File: src/rtl/adc_demo_pkg.sv
// Shared definitions for the ADC demo: ASCII constants, formatter FSM states
// and the nibble-to-hex-character helper.
package adc_demo_pkg;

  localparam logic [7:0] CHAR_CR = 8'h0D;
  localparam logic [7:0] CHAR_LF = 8'h0A;
  localparam logic [7:0] CHAR_0  = 8'h30;
  localparam logic [7:0] CHAR_A  = 8'h41;

  typedef enum logic [1:0] {
    IDLE,
    LOAD,
    REQ,
    RELEASE
  } fmt_state_t;

  function automatic logic [7:0] nibble_to_ascii(input logic [3:0] nib);
    if (nib < 4'd10) begin
      return CHAR_0 + {4'd0, nib};
    end
    return CHAR_A + {4'd0, nib} - 8'd10;
  endfunction

endpackage

File: src/rtl/sample_fifo.sv
// Synchronous sample FIFO with registered occupancy count; writes while full
// and reads while empty are ignored.
module sample_fifo #(
  parameter int SAMPLE_WIDTH = 12,
  parameter int FIFO_DEPTH   = 4
) (
  input  logic                          clock,
  input  logic                          resetN,
  input  logic                          wr_en_i,
  input  logic [SAMPLE_WIDTH-1:0]       wr_data_i,
  input  logic                          rd_en_i,
  output logic [SAMPLE_WIDTH-1:0]       rd_data_o,
  output logic                          full_o,
  output logic                          empty_o,
  output logic [$clog2(FIFO_DEPTH):0]   count_o
);

  localparam int AW = $clog2(FIFO_DEPTH);
  localparam logic [AW:0] DEPTH_C = (AW + 1)'(FIFO_DEPTH);

  logic [SAMPLE_WIDTH-1:0] mem_q [FIFO_DEPTH];
  logic [AW-1:0]           wr_ptr_q;
  logic [AW-1:0]           rd_ptr_q;
  logic [AW:0]             count_q;
  logic                    do_wr;
  logic                    do_rd;

  assign full_o    = (count_q == DEPTH_C);
  assign empty_o   = (count_q == '0);
  assign count_o   = count_q;
  assign rd_data_o = mem_q[rd_ptr_q];
  assign do_wr     = wr_en_i && !full_o;
  assign do_rd     = rd_en_i && !empty_o;

  // Power-of-two depth lets the pointers wrap by plain overflow.
  always_ff @(posedge clock or negedge resetN) begin
    if (!resetN) begin
      wr_ptr_q <= '0;
      rd_ptr_q <= '0;
      count_q  <= '0;
    end else begin
      if (do_wr) wr_ptr_q <= wr_ptr_q + 1'b1;
      if (do_rd) rd_ptr_q <= rd_ptr_q + 1'b1;
      case ({do_wr, do_rd})
        2'b10:   count_q <= count_q + 1'b1;
        2'b01:   count_q <= count_q - 1'b1;
        default: count_q <= count_q;
      endcase
    end
  end

  always_ff @(posedge clock) begin
    if (do_wr) mem_q[wr_ptr_q] <= wr_data_i;
  end

endmodule

File: src/rtl/adc_hex_formatter.sv
// Buffers ADC samples and streams each one as upper-case hex plus a line
// terminator over the UART byte handshake. Define ADC_HEX_CRLF_EN for CR LF.
module adc_hex_formatter #(
  parameter int SAMPLE_WIDTH = 12,
  parameter int FIFO_DEPTH   = 4
) (
  input  logic                    clock,
  input  logic                    resetN,
  input  logic                    sampleValid,
  input  logic [SAMPLE_WIDTH-1:0] sampleData,
  output logic                    sampleReady,
  output logic                    sendRequest,
  output logic [7:0]              sendData,
  input  logic                    sendComplete,
  output logic                    overflow,
  output logic                    busy
);

  import adc_demo_pkg::*;

  localparam int NDIG = (SAMPLE_WIDTH + 3) / 4;
  localparam int PW   = 4 * NDIG;
  localparam int IW   = 5;
`ifdef ADC_HEX_CRLF_EN
  localparam int SEQ_LEN = NDIG + 2;
`else
  localparam int SEQ_LEN = NDIG + 1;
`endif
  localparam logic [IW-1:0] LAST_IDX = IW'(SEQ_LEN - 1);

  fmt_state_t                state_q;
  logic [IW-1:0]             char_idx_q;
  logic                      send_request_q;
  logic [7:0]                send_data_q;
  logic                      overflow_q;
  logic [SAMPLE_WIDTH-1:0]   shadow_q;
  logic [PW-1:0]             padded;
  logic [3:0]                nib;
  logic [7:0]                char_d;

  logic                      fifo_pop;
  logic [SAMPLE_WIDTH-1:0]   fifo_rd_data;
  logic                      fifo_full;
  logic                      fifo_empty;
  logic [$clog2(FIFO_DEPTH):0] fifo_count;

  sample_fifo #(
    .SAMPLE_WIDTH(SAMPLE_WIDTH),
    .FIFO_DEPTH  (FIFO_DEPTH)
  ) u_fifo (
    .clock    (clock),
    .resetN   (resetN),
    .wr_en_i  (sampleValid),
    .wr_data_i(sampleData),
    .rd_en_i  (fifo_pop),
    .rd_data_o(fifo_rd_data),
    .full_o   (fifo_full),
    .empty_o  (fifo_empty),
    .count_o  (fifo_count)
  );

  assign fifo_pop    = (state_q == IDLE) && !fifo_empty;
  assign sampleReady = !fifo_full;
  assign sendRequest = send_request_q;
  assign sendData    = send_data_q;
  assign overflow    = overflow_q;
  assign busy        = (fifo_count != '0) || (state_q != IDLE);
  assign padded      = PW'(shadow_q);

  // Character for the current index: digits MS nibble first, then terminator.
  always_comb begin
    nib = '0;
    for (int k = 0; k < NDIG; k++) begin
      if (char_idx_q == IW'(NDIG - 1 - k)) nib = padded[4*k +: 4];
    end
    char_d = nibble_to_ascii(nib);
    if (char_idx_q >= IW'(NDIG)) begin
`ifdef ADC_HEX_CRLF_EN
      char_d = (char_idx_q == IW'(NDIG)) ? CHAR_CR : CHAR_LF;
`else
      char_d = CHAR_LF;
`endif
    end
  end

  always_ff @(posedge clock) begin
    if (fifo_pop) shadow_q <= fifo_rd_data;
  end

  always_ff @(posedge clock or negedge resetN) begin
    if (!resetN) begin
      overflow_q <= 1'b0;
    end else if (sampleValid && fifo_full) begin
      overflow_q <= 1'b1;
    end
  end

  // LOAD holds off the request while sendComplete is still high, which also
  // covers a byte the transmitter is finishing from before a reset.
  always_ff @(posedge clock or negedge resetN) begin
    if (!resetN) begin
      state_q        <= IDLE;
      char_idx_q     <= '0;
      send_request_q <= 1'b0;
      send_data_q    <= 8'h00;
    end else begin
      case (state_q)
        IDLE: begin
          if (!fifo_empty) begin
            char_idx_q <= '0;
            state_q    <= LOAD;
          end
        end
        LOAD: begin
          send_data_q <= char_d;
          if (!sendComplete) begin
            send_request_q <= 1'b1;
            state_q        <= REQ;
          end
        end
        REQ: begin
          if (sendComplete) begin
            send_request_q <= 1'b0;
            state_q        <= RELEASE;
          end
        end
        RELEASE: begin
          if (!sendComplete) begin
            if (char_idx_q == LAST_IDX) begin
              state_q <= IDLE;
            end else begin
              char_idx_q <= char_idx_q + 1'b1;
              state_q    <= LOAD;
            end
          end
        end
        default: state_q <= IDLE;
      endcase
    end
  end

endmodule

File: config.mk
export PLATFORM = sky130hd
export DESIGN_NAME = adc_hex_formatter
export DESIGN_NICKNAME = d
export VERILOG_FILES = /design/src/rtl/adc_demo_pkg.sv /design/src/rtl/sample_fifo.sv /design/src/rtl/adc_hex_formatter.sv
export SDC_FILE = /design/constraint.sdc
export NUM_CORES = 1
export LEC_CHECK = 0
export CAP_MARGIN = 30
export CORE_MARGIN = 5
export CORE_UTILIZATION = 55
export DETAILED_ROUTE_END_ITERATION = 12
export GPL_ROUTABILITY_DRIVEN = 0
export PLACE_DENSITY = 0.78
export SKIP_CTS_REPAIR_TIMING = 1
export SYNTH_ARGS = -nofsm -noshare
export SYNTH_HDL_FRONTEND = slang
export SYNTH_HIERARCHICAL = 1
export SYNTH_SLANG_ARGS = --single-unit
File: constraint.sdc
create_clock -name clock -period 3.45 [get_ports clock]
set_input_delay 1.035 -clock clock [delete_from_list [all_inputs] [get_ports clock]]
set_output_delay 1.035 -clock clock [all_outputs]
set_load 0.01 [all_outputs]
==> results.py, run 1 <==
metrics = {
    "outcome": {
        "outcome": "completed",
    },
    "global_routing": {
        "grt_pass1_vias": 1920,
        "grt_antenna_before_repair": 0,
        "grt_pass1_wl_microns": 9290,
        "groute.usage.overall": 0.144,
        "grt_max_degree": 24,
        "grt_overflow": 0,
    },
    "cells_and_area": {
        "layout-area-overhead-vs-synth_pct": 13.3,
        "regArea_sq_um": 2380,
        "nets": 296,
        "drive_gt1_frac": 0.141,
        "n_antenna_cell": 0,
        "multi_input_area_sq_um": 1130,
        "fillerInstances": 479,
    },
    "drt": {
        "wl_per_cell_microns": 16.1,
        "drc": 0,
        "ant_nets": 0,
        "wl_microns": 5580,
        "vias_per_cell": 5.47,
        "drt_pass1_iterations": 4,
        "num_vias": 1894,
        "drtIter0Drc": 82,
    },
    "sta": {
        "min_period_ns": 3.22,
        "finClkSkew_ns": 0.00772,
        "clock.fmax_mhz": 311,
        "finalMaxSlewViolations": 0,
        "rsz0062_at_grt": "false",
        "tns_ns": 0,
        "slew_headroom": 0.497,
        "setup_violations": 0,
        "worst_pin_slew_ns": 0.754,
        "whs_ns": 0.478,
        "min_period_over_period": 0.932,
        "final_hold_viol_count": 0,
    },
    "yosys": {
        "syn_area_per_cell_sq_um": 15.8,
        "ys.flop_type": "edfxtp_1",
        "synthCells": 231,
        "synth_edf_count": 60,
        "yosysWarnings": 6,
        "async_flop_share": 0.277,
        "seq_area_frac_synth": 0.651,
        "synth_area_sq_um": 3650,
        "synth_cell_type_count": 44,
        "ys_seq_elements": 83,
        "syn_nets": 263,
    },
    "cts": {
        "insertion_delay_ns": 0.34,
        "cts_num_sinks": 83,
        "htree_levels": 3,
        "cts-root-buf": "clkbuf_8",
        "clockBufferDepth": 2,
        "clkTransAtPathRegs_ns": 0.08,
        "cts_tree": "yes",
        "numCtsBuffers": 9,
    },
    "worst_setup_path": {
        "worstPathRequired_ns": 2.41,
        "critPathCaptureType": "output pin",
        "cp_slowest_cell": "or4b_2",
        "rr_startpoint": "state_q[0]",
        "crit_fanout": 4,
        "path_class": "reg2out",
        "arrival_ns": 2.18,
        "crit_start": "state_q[0]",
        "cpPeakStageDelay_ns": 0.59,
        "critPathLaunchType": "register",
        "cp_cell_sequence": "inv_1 > ha_1 > or4b_2 > clkdlybuf4s50_1",
    },
    "die": {
        "die_x_microns": 91.5,
        "initial_core_util": 0.572,
        "io_pins": 28,
        "die_height_microns": 91.5,
        "coreArea_sq_um": 6390,
        "dieArea_sq_um": 8370,
        "rows": 29,
    },
    "min_path": {
        "hold_start": "overflow",
        "worstHoldPathType": "reg2reg",
    },
    "placement": {
        "dp_hpwl_microns": 3890,
        "port_buffers": 26,
    },
    "job": {
        "cap_violations": 0,
    },
    "pwr": {
        "power.density_nw_per_um2": 865,
        "p_leak_nw": 1.54,
        "vdd_drop_max_mv": 0.463,
    },
}
## sequential cells by signal (all words and copies together) (netlist names), 2 cells and up
register,count
u_fifo/mem_q,48
padded,12
sendData,7
char_idx_q,5
u_fifo/count_o,3
state_q,2
u_fifo/rd_ptr_q,2
u_fifo/wr_ptr_q,2
## cell usage in the layout, fill, tap and decap left out, drive strengths merged, types with 2 or more instances in the layout
cell type      Yosys  routed
o21ai             10      10
nor3               3       3
nand3              3       3
a221oi             3       3
a21oi             11      11
o22ai              5       5
mux2               3       3
and2               4       4
buf                6       2
clkinvlp           0       3
or3                4       4
clkbuf             0      10
ha                15      15
nor2b              4       4
xnor2              4       4
nand2              8       8
nor2              11      11
mux2i              2       2
clkdlybuf4s50      0      26
xor2               4       4
edfxtp            60      60
mux4              12      12
nand3b             3       3
dfrtp             23      23
inv               21      23
## path summary, 6_finish.rpt
path	end	slack [ns]	cells after the start
worst min register to register	overflow	0.48	1
worst min-delay path	overflow	0.48	1
worst max-delay path	busy	0.23	4
min in group asynchronous	sendData[6]	1.04	2
worst max register to register	u_fifo/count_o[2]	1.00	11
max in group asynchronous	overflow	2.17	2
## power breakdown
| group | internal (mW) | switching, mW | total (mW) |
|---|---|---|---|
| clock network | 0.268 | 0.355 | 0.623 |
| registers | 1.43 | 0.205 | 1.64 |
| logic | 0.665 | 0.654 | 1.32 |
| total | 2.36 | 1.21 | 3.58 |
## logic make-up (layout without fill, tap and decap cells)
logic type | Yosys count | count (layout) | synth area share
AND/OR/NAND/NOR | 45 | 45 | 0.0692
AO/OA/AOI/OAI | 34 | 34 | 0.0699
XOR/XNOR | 8 | 8 | 0.0192
other | 1 | 1 | 0.00103
adder cells (fa/ha/maj) | 16 | 16 | 0.0569
buffers and inverters | 27 | 65 | 0.0387
multiplexers | 17 | 17 | 0.0939
flip-flops | 83 | 83 | 0.651
## layout make-up
| class | instances | share of cell area |
|---|---|---|
| Clock inverter | 6 | 0.0118 |
| Timing Repair Buffer | 28 | 0.0665 |
| Inverter | 21 | 0.0191 |
| Tap cell | 77 | 0.0233 |
| Multi-Input combinational cell | 121 | 0.274 |
| Clock buffer | 10 | 0.0309 |
| Sequential cell | 83 | 0.575 |
## metrics by stage
step	worst slack, ns	utilization	std cells	power [mW]	area (sq um)
after floorplan	0.746	-	231	2.66	3650
after global placement	0.625	0.620	330	2.94	3960
after detailed placement	0.600	0.620	330	3.00	3960
after CTS	0.203	0.648	346	3.62	4140
after global routing	0.129	0.648	346	3.84	4140
final	0.235	0.648	346	3.58	4140
## synth_stat cells, types with 2 or more instances
cell type | count | area (sq um)
mux2i_1 | 2 | 20.0
xor2_1 | 4 | 35.0
buf_6 | 2 | 22.5
nand3b_1 | 3 | 22.5
and2_1 | 4 | 25.0
nor2_1 | 10 | 37.5
nor3_1 | 3 | 15.0
mux4_1 | 4 | 105
edfxtp_1 | 60 | 1800
inv_1 | 19 | 71.3
xnor2_1 | 4 | 35.0
o22ai_1 | 5 | 31.3
or3_1 | 3 | 18.8
inv_2 | 2 | 7.51
dfrtp_1 | 23 | 576
buf_4 | 2 | 15.0
nand2_1 | 8 | 30.0
mux4_2 | 8 | 180
mux2_2 | 2 | 22.5
nor2b_1 | 3 | 18.8
a21oi_1 | 11 | 55.1
ha_1 | 15 | 188
nand3_1 | 3 | 15.0
o21ai_0 | 8 | 40.0
a221oi_4 | 3 | 78.8
o21ai_1 | 2 | 10.0
## routing by layer
layer | global-route usage | up-vias | share of wire
li1 | - | 918 | -
met2 | 0.226 | 30 | 0.50
met3 | 0.0455 | 7 | 0.042
met4 | 0.0623 | 0 | 0.013
met1 | 0.186 | 939 | 0.45
met5 | 0 | - | 0
## critical path: cells and delay by family, from the launching register on
family                     cells  cell delay [ns]
and+or+nand+nor                1             0.59
adders and majority gates      1             0.21
buffers and inverters          2             0.62
DFF                            1             0.42
Power figures use the tool's default switching activity.
==> inputs of run 2 (changes only) <==
ABC_AREA = 1   (was unset)
MAX_ROUTING_LAYER = met4   (was unset)
PLACE_DENSITY = 0.77   (was 0.78)
==> run 2 against run 1 <==
  * Clock power grew 22%
  * Sequential power about the same
  * Combinational power increased by 32%
  * Utilization fell by 0.64 points
  * Power up 15%
  * Sequential cell count is the same
  * Critical path type unchanged
  * Highest routed layer unchanged
  * Hold slack hardly changed
  * Clock-buffer cell count down 1
  * Critical endpoint unchanged
==> results.py, run 2 <==
metrics = {
    "outcome": {
        "outcome": "completed",
    },
    "pwr": {
        "vdd_drop_max_mv": 0.419,
        "switchingPower_mw": 1.61,
        "switching_share": 0.391,
        "seqPwrFrac": 0.392,
        "p_leak_nw": 2.07,
        "p_comb_frac": 0.423,
        "p_int_mw": 2.51,
        "clkPwrFrac": 0.185,
        "power.density_nw_per_um2": 890,
    },
    "min_path": {
        "hold_start": "overflow",
        "worstHoldPathType": "reg2reg",
        "min_path_cells": 1,
        "min_to": "overflow",
    },
    "sta": {
        "slew_headroom": 0.452,
        "finClkSkew_ns": 0.00790,
        "whs_ns": 0.478,
        "worst_pin_slew_ns": 0.821,
        "setup_violations": 0,
        "final_hold_viol_count": 0,
        "clock.fmax_mhz": 363,
        "min_period_ns": 2.75,
        "worst_slack_ns": 0.697,
        "tns_ns": 0,
        "min_period_over_period": 0.798,
        "finalMaxSlewViolations": 0,
        "rsz0062_at_grt": "false",
    },
    "yosys": {
        "synth_most_common_cell": "nand2_1",
        "synth_commonest_cells": "nand2_1 (104), inv_1 (67), edfxtp_1 (60)",
        "ys.flop_type": "edfxtp_1",
        "yosysWarnings": 6,
        "syn_nets": 419,
        "synth_cell_type_count": 36,
        "syn_area_per_cell_sq_um": 10.5,
        "synthCells": 387,
        "synth_area_sq_um": 4070,
        "yosysTopAreaCell": "edfxtp_1",
        "synth_area_leaders": "edfxtp_1 (44%), dfrtp_1 (14%), nand2_1 (9.6%)",
        "synth_top_area_share": 0.443,
        "synth_edf_count": 60,
        "async_flop_share": 0.277,
        "seq_area_frac_synth": 0.584,
        "ys_seq_elements": 83,
    },
    "cells_and_area": {
        "layout-area-overhead-vs-synth_pct": 13.7,
        "largest_reg_flops": 48,
        "final_cell_mix": "nand2_1 (104), inv_1 (67), edfxtp_1 (60)",
        "top_register": "u_fifo/mem_q",
        "drive_gt1_frac": 0.108,
        "nets": 453,
        "n_antenna_cell": 0,
        "layout_commonest_cell": "nand2_1",
    },
    "worst_setup_path": {
        "crit_start": "state_q[0]",
        "reg2reg_slack_ns": 1.28,
        "crit_fanout": 5,
        "worstPathRequired_ns": 2.41,
        "rr_startpoint": "state_q[0]",
        "critPathCaptureType": "output pin",
        "reg2regPathDepth": 13,
        "path_class": "reg2out",
        "worstReg2RegEnd": "u_fifo/count_o[2]",
        "arrival_ns": 1.72,
        "critPathLaunchType": "register",
    },
    "drt": {
        "drtIter0Drc": 148,
        "met3_length_microns": 241,
        "num_vias": 2654,
        "vias_per_cell": 5.06,
        "wl_per_cell_microns": 12.8,
        "topRoutingLayerUsed": "met4",
        "ant_nets": 0,
        "met1Wirelength_microns": 3100,
        "wl_met2_microns": 3230,
        "drt_pass1_iterations": 4,
        "wl_microns": 6730,
        "drc": 0,
    },
    "placement": {
        "pre_cts_slack_ns": 0.753,
        "dp_hpwl_microns": 4790,
        "port_buffers": 26,
    },
    "cts": {
        "clockBufferDepth": 2,
        "cts-root-buf": "clkbuf_8",
        "cts_num_sinks": 83,
        "insertion_delay_ns": 0.35,
        "cts_tree": "yes",
        "htree_levels": 3,
        "numCtsBuffers": 9,
        "clkTransAtPathRegs_ns": 0.08,
    },
    "die": {
        "rows": 31,
        "die_x_microns": 96.0,
        "dieArea_sq_um": 9220,
        "io_pins": 28,
        "initial_core_util": 0.564,
        "die_height_microns": 96.0,
        "coreArea_sq_um": 7210,
    },
    "global_routing": {
        "grt_max_degree": 51,
        "grt_pass1_vias": 2550,
        "groute.usage.overall": 0.173,
        "grt_pass1_wl_microns": 11700,
        "grt_overflow": 0,
        "grt_antenna_before_repair": 0,
    },
    "job": {
        "cap_violations": 0,
    },
}
run 2: through the flow:
step | std cells | utilization | area, sq um | total power [mW]
floorplan | 387 | - | 4070 | 2.95
global placement | 509 | 0.611 | 4410 | 3.31
detailed placement | 509 | 0.611 | 4410 | 3.38
CTS | 525 | 0.641 | 4630 | 4.16
global route | 525 | 0.641 | 4630 | 4.48
finish | 525 | 0.641 | 4630 | 4.12
run 2: cell families (layout without fill, tap and decap cells):
group	Yosys count	after routing	share of synthesized area
buffers and inverters	79	118	0.0886
DFF	83	83	0.584
AOI/OAI and AO/OA	42	42	0.0809
and+or+nand+nor	163	163	0.188
adders and majority gates	16	16	0.0510
xor gates and xnor gates	3	3	0.00646
other	1	1	0.000922
run 2: final cells by class:
type                    count  area, sq um
multi-input cells         225         1330
fillers                   585         2590
well taps                  99          124
inverters                  70          268
repair buffers             32          305
clock buffers               9          124
clock inverters             7         97.6
flip-flops and latches     83         2380
run 2: worst max-delay path by stage:
stage	cells after the start	slack, ns	to
finish	4	0.70	busy
global route	5	0.60	sampleReady
CTS	4	0.67	busy
detailed placement	9	0.75	u_fifo/count_o[2]
global placement	9	0.82	u_fifo/count_o[2]
floorplan	13	0.89	u_fifo/count_o[2]
run 2: worst max-delay path: stages (launching register included):
cell and delay, ns:
dfrtp_1 0.43, inv_1 0.11, ha_1 0.24, nand2_1 0.07, clkdlybuf4s50_1 0.52
run 2: per-layer routing:
| metal | up-vias | global-route usage |
|---|---|---|
| li1 | 1342 | - |
| met1 | 1245 | 0.216 |
| met2 | 54 | 0.269 |
| met3 | 13 | 0.0399 |
| met4 | 0 | 0.0806 |
| met5 | - | - |
run 2: power by group through the flow:
stage / Clock, mW / Combinational, mW / Sequential [mW]
2_1_floorplan: 0 / 1.34 / 1.61
3_3_place_gp: 0 / 1.68 / 1.62
3_5_place_dp: 0 / 1.74 / 1.64
4_1_cts: 0.785 / 1.76 / 1.62
5_1_grt: 0.837 / 1.99 / 1.65
6_report: 0.763 / 1.74 / 1.61
